### src/rtl/fifo_share_ctrl_pkg.sv
// fifo_share_ctrl_pkg
//   Shared definitions for the shared-FIFO controller: default geometry and
//   the round-robin token encoding used by rr_arb2.
package fifo_share_ctrl_pkg;

  localparam int unsigned DEF_DEPTH_BIT = 4;
  localparam int unsigned DEF_DATA_W    = 8;

  // Token names the writer that wins when both request in the same cycle.
  typedef enum logic {
    TOK_W0 = 1'b0,
    TOK_W1 = 1'b1
  } rr_tok_e;

endpackage

### src/rtl/fifo_share_ctrl_rr_arb2.sv
// rr_arb2
//   Two-way round-robin arbiter for the shared RAM write port.
//   Ports:
//     i_clk   - clock, rising edge
//     i_rest  - asynchronous active-low reset (token -> writer 0)
//     req     - request vector, bit n = writer n
//     enable  - grants allowed this cycle (low when FIFO full or in reset)
//     gnt     - one-hot (or zero) combinational grant
module rr_arb2
  import fifo_share_ctrl_pkg::*;
(
  input  logic       i_clk,
  input  logic       i_rest,
  input  logic [1:0] req,
  input  logic       enable,
  output logic [1:0] gnt
);

  rr_tok_e tok;
  rr_tok_e tok_nxt;

  always_comb begin
    gnt     = '0;
    tok_nxt = tok;
    if (enable) begin
      case (req)
        2'b01:   gnt = 2'b01;
        2'b10:   gnt = 2'b10;
        2'b11:   gnt = (tok == TOK_W0) ? 2'b01 : 2'b10;
        default: gnt = '0;
      endcase
      // Whoever was just served loses priority; no grant leaves the token alone.
      if (gnt[0]) begin
        tok_nxt = TOK_W1;
      end else if (gnt[1]) begin
        tok_nxt = TOK_W0;
      end
    end
  end

  always_ff @(posedge i_clk or negedge i_rest) begin
    if (!i_rest) begin
      tok <= TOK_W0;
    end else begin
      tok <= tok_nxt;
    end
  end

endmodule

### src/rtl/fifo_share_ctrl.sv
// fifo_share_ctrl
//   Sequences one shared synchronous-read FIFO RAM for two writers and one
//   reader: round-robin write arbitration, RAM strobes/addresses, pointers,
//   occupancy, full/empty and a sticky underflow flag.
//   Ports:
//     i_clk, i_rest              - clock / async active-low reset
//     i_req0/i_data0, i_req1/i_data1 - writer requests and data (hold until granted)
//     o_gnt0, o_gnt1             - combinational write grants
//     i_rd                       - consumer read request
//     o_mem_we/waddr/wdata       - RAM write port
//     o_mem_re/raddr             - RAM read port
//     o_rvalid                   - RAM read data valid (one cycle after o_mem_re)
//     o_full, o_empty, o_count   - registered occupancy status
//     o_udf, i_clr_err           - sticky underflow flag and its clear
module fifo_share_ctrl
  import fifo_share_ctrl_pkg::*;
#(
  parameter int unsigned DEPTH_BIT = DEF_DEPTH_BIT,
  parameter int unsigned DATA_W    = DEF_DATA_W
) (
  input  logic                 i_clk,
  input  logic                 i_rest,
  input  logic                 i_req0,
  input  logic [DATA_W-1:0]    i_data0,
  input  logic                 i_req1,
  input  logic [DATA_W-1:0]    i_data1,
  output logic                 o_gnt0,
  output logic                 o_gnt1,
  input  logic                 i_rd,
  output logic                 o_mem_we,
  output logic [DEPTH_BIT-1:0] o_mem_waddr,
  output logic [DATA_W-1:0]    o_mem_wdata,
  output logic                 o_mem_re,
  output logic [DEPTH_BIT-1:0] o_mem_raddr,
  output logic                 o_rvalid,
  output logic                 o_full,
  output logic                 o_empty,
  output logic [DEPTH_BIT:0]   o_count,
  output logic                 o_udf,
  input  logic                 i_clr_err
);

  localparam logic [DEPTH_BIT:0] PTR_ONE  = {{DEPTH_BIT{1'b0}}, 1'b1};
  localparam logic [DEPTH_BIT:0] FULL_CNT = {1'b1, {DEPTH_BIT{1'b0}}};

  logic [DEPTH_BIT:0] wptr;
  logic [DEPTH_BIT:0] rptr;
  logic [DEPTH_BIT:0] count;
  logic [DEPTH_BIT:0] count_nxt;
  logic               full_q;
  logic               empty_q;
  logic               rvalid_q;
  logic               udf_q;
  logic [1:0]         gnt;
  logic               arb_en;
  logic               we;
  logic               re;

  // Folding the reset level into the enable keeps grants low while reset is held.
  assign arb_en = i_rest & ~full_q;

  rr_arb2 u_arb (
    .i_clk  (i_clk),
    .i_rest (i_rest),
    .req    ({i_req1, i_req0}),
    .enable (arb_en),
    .gnt    (gnt)
  );

  always_comb begin
    we = gnt[0] | gnt[1];
    re = i_rest & i_rd & ~empty_q;
    case ({we, re})
      2'b10:   count_nxt = count + PTR_ONE;
      2'b01:   count_nxt = count - PTR_ONE;
      default: count_nxt = count;
    endcase
  end

  always_comb begin
    o_gnt0      = gnt[0];
    o_gnt1      = gnt[1];
    o_mem_we    = we;
    o_mem_waddr = wptr[DEPTH_BIT-1:0];
    o_mem_wdata = gnt[1] ? i_data1 : i_data0;
    o_mem_re    = re;
    o_mem_raddr = rptr[DEPTH_BIT-1:0];
    o_rvalid    = rvalid_q;
    o_full      = full_q;
    o_empty     = empty_q;
    o_count     = count;
    o_udf       = udf_q;
  end

  always_ff @(posedge i_clk or negedge i_rest) begin
    if (!i_rest) begin
      wptr     <= '0;
      rptr     <= '0;
      count    <= '0;
      full_q   <= 1'b0;
      empty_q  <= 1'b1;
      rvalid_q <= 1'b0;
      udf_q    <= 1'b0;
    end else begin
      if (we) begin
        wptr <= wptr + PTR_ONE;
      end
      if (re) begin
        rptr <= rptr + PTR_ONE;
      end
      count    <= count_nxt;
      full_q   <= (count_nxt == FULL_CNT);
      empty_q  <= (count_nxt == '0);
      rvalid_q <= re;
      // A fresh underflow outranks a clear in the same cycle.
      if (i_rd && empty_q) begin
        udf_q <= 1'b1;
      end else if (i_clr_err) begin
        udf_q <= 1'b0;
      end
    end
  end

endmodule

### config.mk
export PLATFORM = sky130hd
export DESIGN_NAME = fifo_share_ctrl
export DESIGN_NICKNAME = d
export VERILOG_FILES = /design/src/rtl/fifo_share_ctrl_pkg.sv /design/src/rtl/fifo_share_ctrl_rr_arb2.sv /design/src/rtl/fifo_share_ctrl.sv
export SDC_FILE = /design/constraint.sdc
export NUM_CORES = 1
export LEC_CHECK = 0
export CAP_MARGIN = 20
export CORE_MARGIN = 1.5
export CORE_UTILIZATION = 36
export CTS_CLUSTER_DIAMETER = 30
export CTS_CLUSTER_SIZE = 28
export DETAILED_ROUTE_END_ITERATION = 6
export HOLD_SLACK_MARGIN = 0.1
export MAX_ROUTING_LAYER = met4
export PLACE_DENSITY_LB_ADDON = 0.1
export SLEW_MARGIN = 20
export SYNTH_ARGS = -nofsm -noshare
export SYNTH_HDL_FRONTEND = slang
export SYNTH_SLANG_ARGS = --single-unit
### constraint.sdc
create_clock -name i_clk -period 2.8 [get_ports i_clk]
set_clock_uncertainty 0.05 [all_clocks]
set_input_delay 0.7 -clock i_clk [delete_from_list [all_inputs] [get_ports i_clk]]
set_output_delay 0.7 -clock i_clk [all_outputs]
set_load 0.02 [all_outputs]
==> summary.txt <==
Clock tree
  – Root Buffer: clkbuf_4
  – Worst-Skew Late Latency: 290 ps
  – CTS Sinks: 18
  – CTS tree: done
  – CTS clk-pin slew, worst paths: 100 ps
  – H-tree lvl count: 1
  – CTS Buf Count: 3
  – CTS max path bufs: 2
  – Hold buffer count at CTS: 0

Global routing
  – All-Layer GR Usage: 0.180
  – First-pass GRT wire length: 4440 µm
  – Total gr overflow: 0
  – Met3 usage in global routing: 0.0438
  – Largest net degree at the start of global routing: 20
  – Vias in the first global route: 1003
  – Busiest grt layer: met2
  – Met2 Track Usage GR: 0.314
  – Met1 Use GR: 0.214
  – Antenna violations before repair: 0

Critical path
  – Capturing point of the worst reg2reg path: o_full
  – CP Class: primary input to flip-flop
  – CP Max Fanout: 4
  – Crit. Startpoint: i_req0
  – Critical Path End Type: flip-flop
  – Arrival @ worst endpoint: 2880 ps
  – Worst setup path end: o_full
  – R2R Setup Slk: 90 ps
  – Worst path slowest cell: mux2_4
  – R2R cell count: 11
  – CP Launch Type: primary input
  – Worst R2R Start: o_full
  – CP Data Required Time: 2930 ps
  – Max incr delay on CP: 340 ps
  – Cells along the critical path: dlygate4sd2_1 -> nor2_1 -> or2_4 -> buf_6 -> ha_4 -> xor2_2 -> ha_2 -> a31oi_2 -> mux2_4 -> mux2i_2 -> buf_4 -> a211oi_2

Placed design
  – Post-DP HPWL: 2080 µm
  – Pre-CTS setup slack: -683 ps
  – GPL Wtd Cong: 0.834
  – Placed inst area: 1700 µm²
  – Number of port buffers: 50

Floorplan
  – Core footprint: 2760 µm²
  – Die X-Extent: 56.8 µm
  – Die ar.: 3230 µm²
  – Initial Util: 0.378
  – Die Y: 56.8 µm
  – # rows: 19
  – Io pins: 51

Finish
  – Most common cell after layout, fill and taps aside: clkdlybuf4s50_1
  – Area grow syn2layout: 72.5%
  – Fillcell total: 237
  – Fin nets: 193
  – Ratio of cells with drive above 1 in the final layout: 0.364
  – Commonest cells after routing, fill and taps aside: clkdlybuf4s50_1 (34), buf_4 (19), dfrtp_1 (17)
  – N_diodes: 0
  – Final instance area: 1800 µm²

STA
  – Slew @ Worst Pin: 365 ps
  – Slew Viols, Final: 0
  – Worst hold slack: 288 ps
  – Setup Viol. Count Final: 0
  – Fmax: 0.364 GHz
  – Post-route setup slack: 56.3 ps
  – Relative slew slack: 0.756
  – Final TNS setup: 0 ps
  – RSZ-0062 raised after global routing: false
  – Tmin final: 2740 ps
  – Final hold viol count: 0
  – Period utilization: 0.980

Run status
  – Outcome: finished, final reports clean

Route
  – Drt initial violations: 21
  – Final ANT Viol Nets: 0
  – Routed wire length: 2710 µm
  – DRC viols: 0
  – Router iterations before antenna repair: 4
  – Avg Vias per Cell: 5.04
  – WL/cell: 13.8 µm
  – Vias: 987

Pwr
  – Switching pwr: 0.740 mW
  – Leak pwr: 0.831 nW
  – PD cells: 1010 nW/µm²
  – P_int: 1.07 mW
  – Sequential share of power: 0.293
  – Pwr Total: 1.81 mW
  – Combinational power share: 0.633
  – Sw frac: 0.410
  – VDD IR max: 0.663 mV
  – Clock power share: 0.074

Job
  – Max Cap Viol: 0

Synthesis
  – Net Count, Synth: 123
  – Mapped Cells: 96
  – Ys Warns: 0
  – #FFs+latches synth: 18
  – Mapped Area: 1040 µm²
  – Unique masters post-synth: 35
  – Seq/Total Area, Yosys: 0.433
  – Synthesized area per cell: 10.9 µm²

Worst hold path
  – Hold Path Class: primary input to asynchronous set/reset pin
[what timing repair did]
action	4_1_cts	5_1_grt
endpoints found under the setup margin	17	5
pin swaps	6	6
resized for setup	46	13
buffers inserted	1	2
[through the flow]
step                       util  cells
after floorplan               -     96
after global placement    0.617    189
after detailed placement  0.617    189
after CTS                 0.628    194
after global routing      0.652    196
final                     0.652    196
[power groups by stage]
stage | Clock, mW | Sequential, mW | Combinational [mW]
5_1_grt | 0.151 | 0.553 | 1.23
6_report | 0.133 | 0.529 | 1.15
2_1_floorplan | 0 | 0.630 | 0.424
3_3_place_gp | 0 | 0.524 | 0.993
4_1_cts | 0.139 | 0.528 | 1.04
3_5_place_dp | 0 | 0.528 | 1.01
[flip-flops by register name, summed over array words and instances (netlist names)]
| register | flops |
|---|---|
| o_empty | 1 |
| rptr | 4 |
| wptr | 4 |
| u_arb.tok | 1 |
| o_udf | 1 |
| o_count | 5 |
| o_rvalid | 1 |
| o_full | 1 |
[critical path, delay by kind of cell]
family | cells | cell delay, ps
compound gates | 2 | 210
simple gates | 2 | 300
buf+inv | 3 | 510
xor+xnor | 1 | 160
mux | 2 | 620
fa+ha+maj | 2 | 370
[cell type report]
cell class              instances  area [µm²]  share of cell area
multi-input cells              69         646               0.359
repair buffers                 70         621               0.345
inverters                       4        15.0             0.00835
well taps                      31        38.8              0.0216
flip-flops and latches         18         452               0.251
clock buffers                   4        26.3              0.0146
[cell families after synthesis]
| kind of cell | count (synthesis) | synth area share |
|---|---|---|
| AOI/OAI and AO/OA | 12 | 0.0888 |
| xor gates and xnor gates | 10 | 0.0840 |
| adders and majority gates | 5 | 0.0600 |
| buffers and inverters | 9 | 0.0432 |
| DFF | 18 | 0.433 |
| muxes | 13 | 0.139 |
| and+or+nand+nor | 29 | 0.151 |
[routing by layer]
layer  part of all wire  wire, µm
met2               0.53      1430
met4             0.0052        14
met1               0.41      1110
met3              0.060       163
met5                  0         0
[cells in the mapped netlist, drive strengths merged]
master | n | area share
dfrtp | 17 | 0.41
mux2 | 12 | 0.13
nand2 | 9 | 0.032
xnor2 | 6 | 0.050
ha | 5 | 0.060
buf | 4 | 0.025
inv | 4 | 0.014
nor2 | 4 | 0.014
xor2 | 4 | 0.034
nand4 | 3 | 0.018
a21o | 2 | 0.014
a31oi | 2 | 0.012
nand3 | 2 | 0.0096
nor3b | 2 | 0.014
nor4bb | 2 | 0.019
a2111o | 1 | 0.011
a211oi | 1 | 0.0072
a21oi | 1 | 0.0048
a222oi | 1 | 0.0096
a41o | 1 | 0.0096
and2 | 1 | 0.0060
and3b | 1 | 0.0084
clkbuf | 1 | 0.0036
dfstp | 1 | 0.025
mux2i | 1 | 0.0096
nand2b | 1 | 0.0060
nor2b | 1 | 0.0060
nor3 | 1 | 0.0048
o21ai | 1 | 0.0048
o21bai | 1 | 0.0072
o2bb2ai | 1 | 0.0084
or2 | 1 | 0.0060
or3 | 1 | 0.0060
[how the worst min path moves through the flow]
| stage | end | slack [ps] | cells past startpoint |
|---|---|---|---|
| 2_1_floorplan | o_count[0] | 350 | 0 |
| 3_3_place_gp | rptr[3] | 410 | 1 |
| 3_5_place_dp | rptr[3] | 410 | 1 |
| 4_1_cts | rptr[3] | 430 | 1 |
| 5_1_grt | rptr[0] | 280 | 2 |
| 6_report | rptr[0] | 290 | 2 |
(Power assumes the default switching activity.)
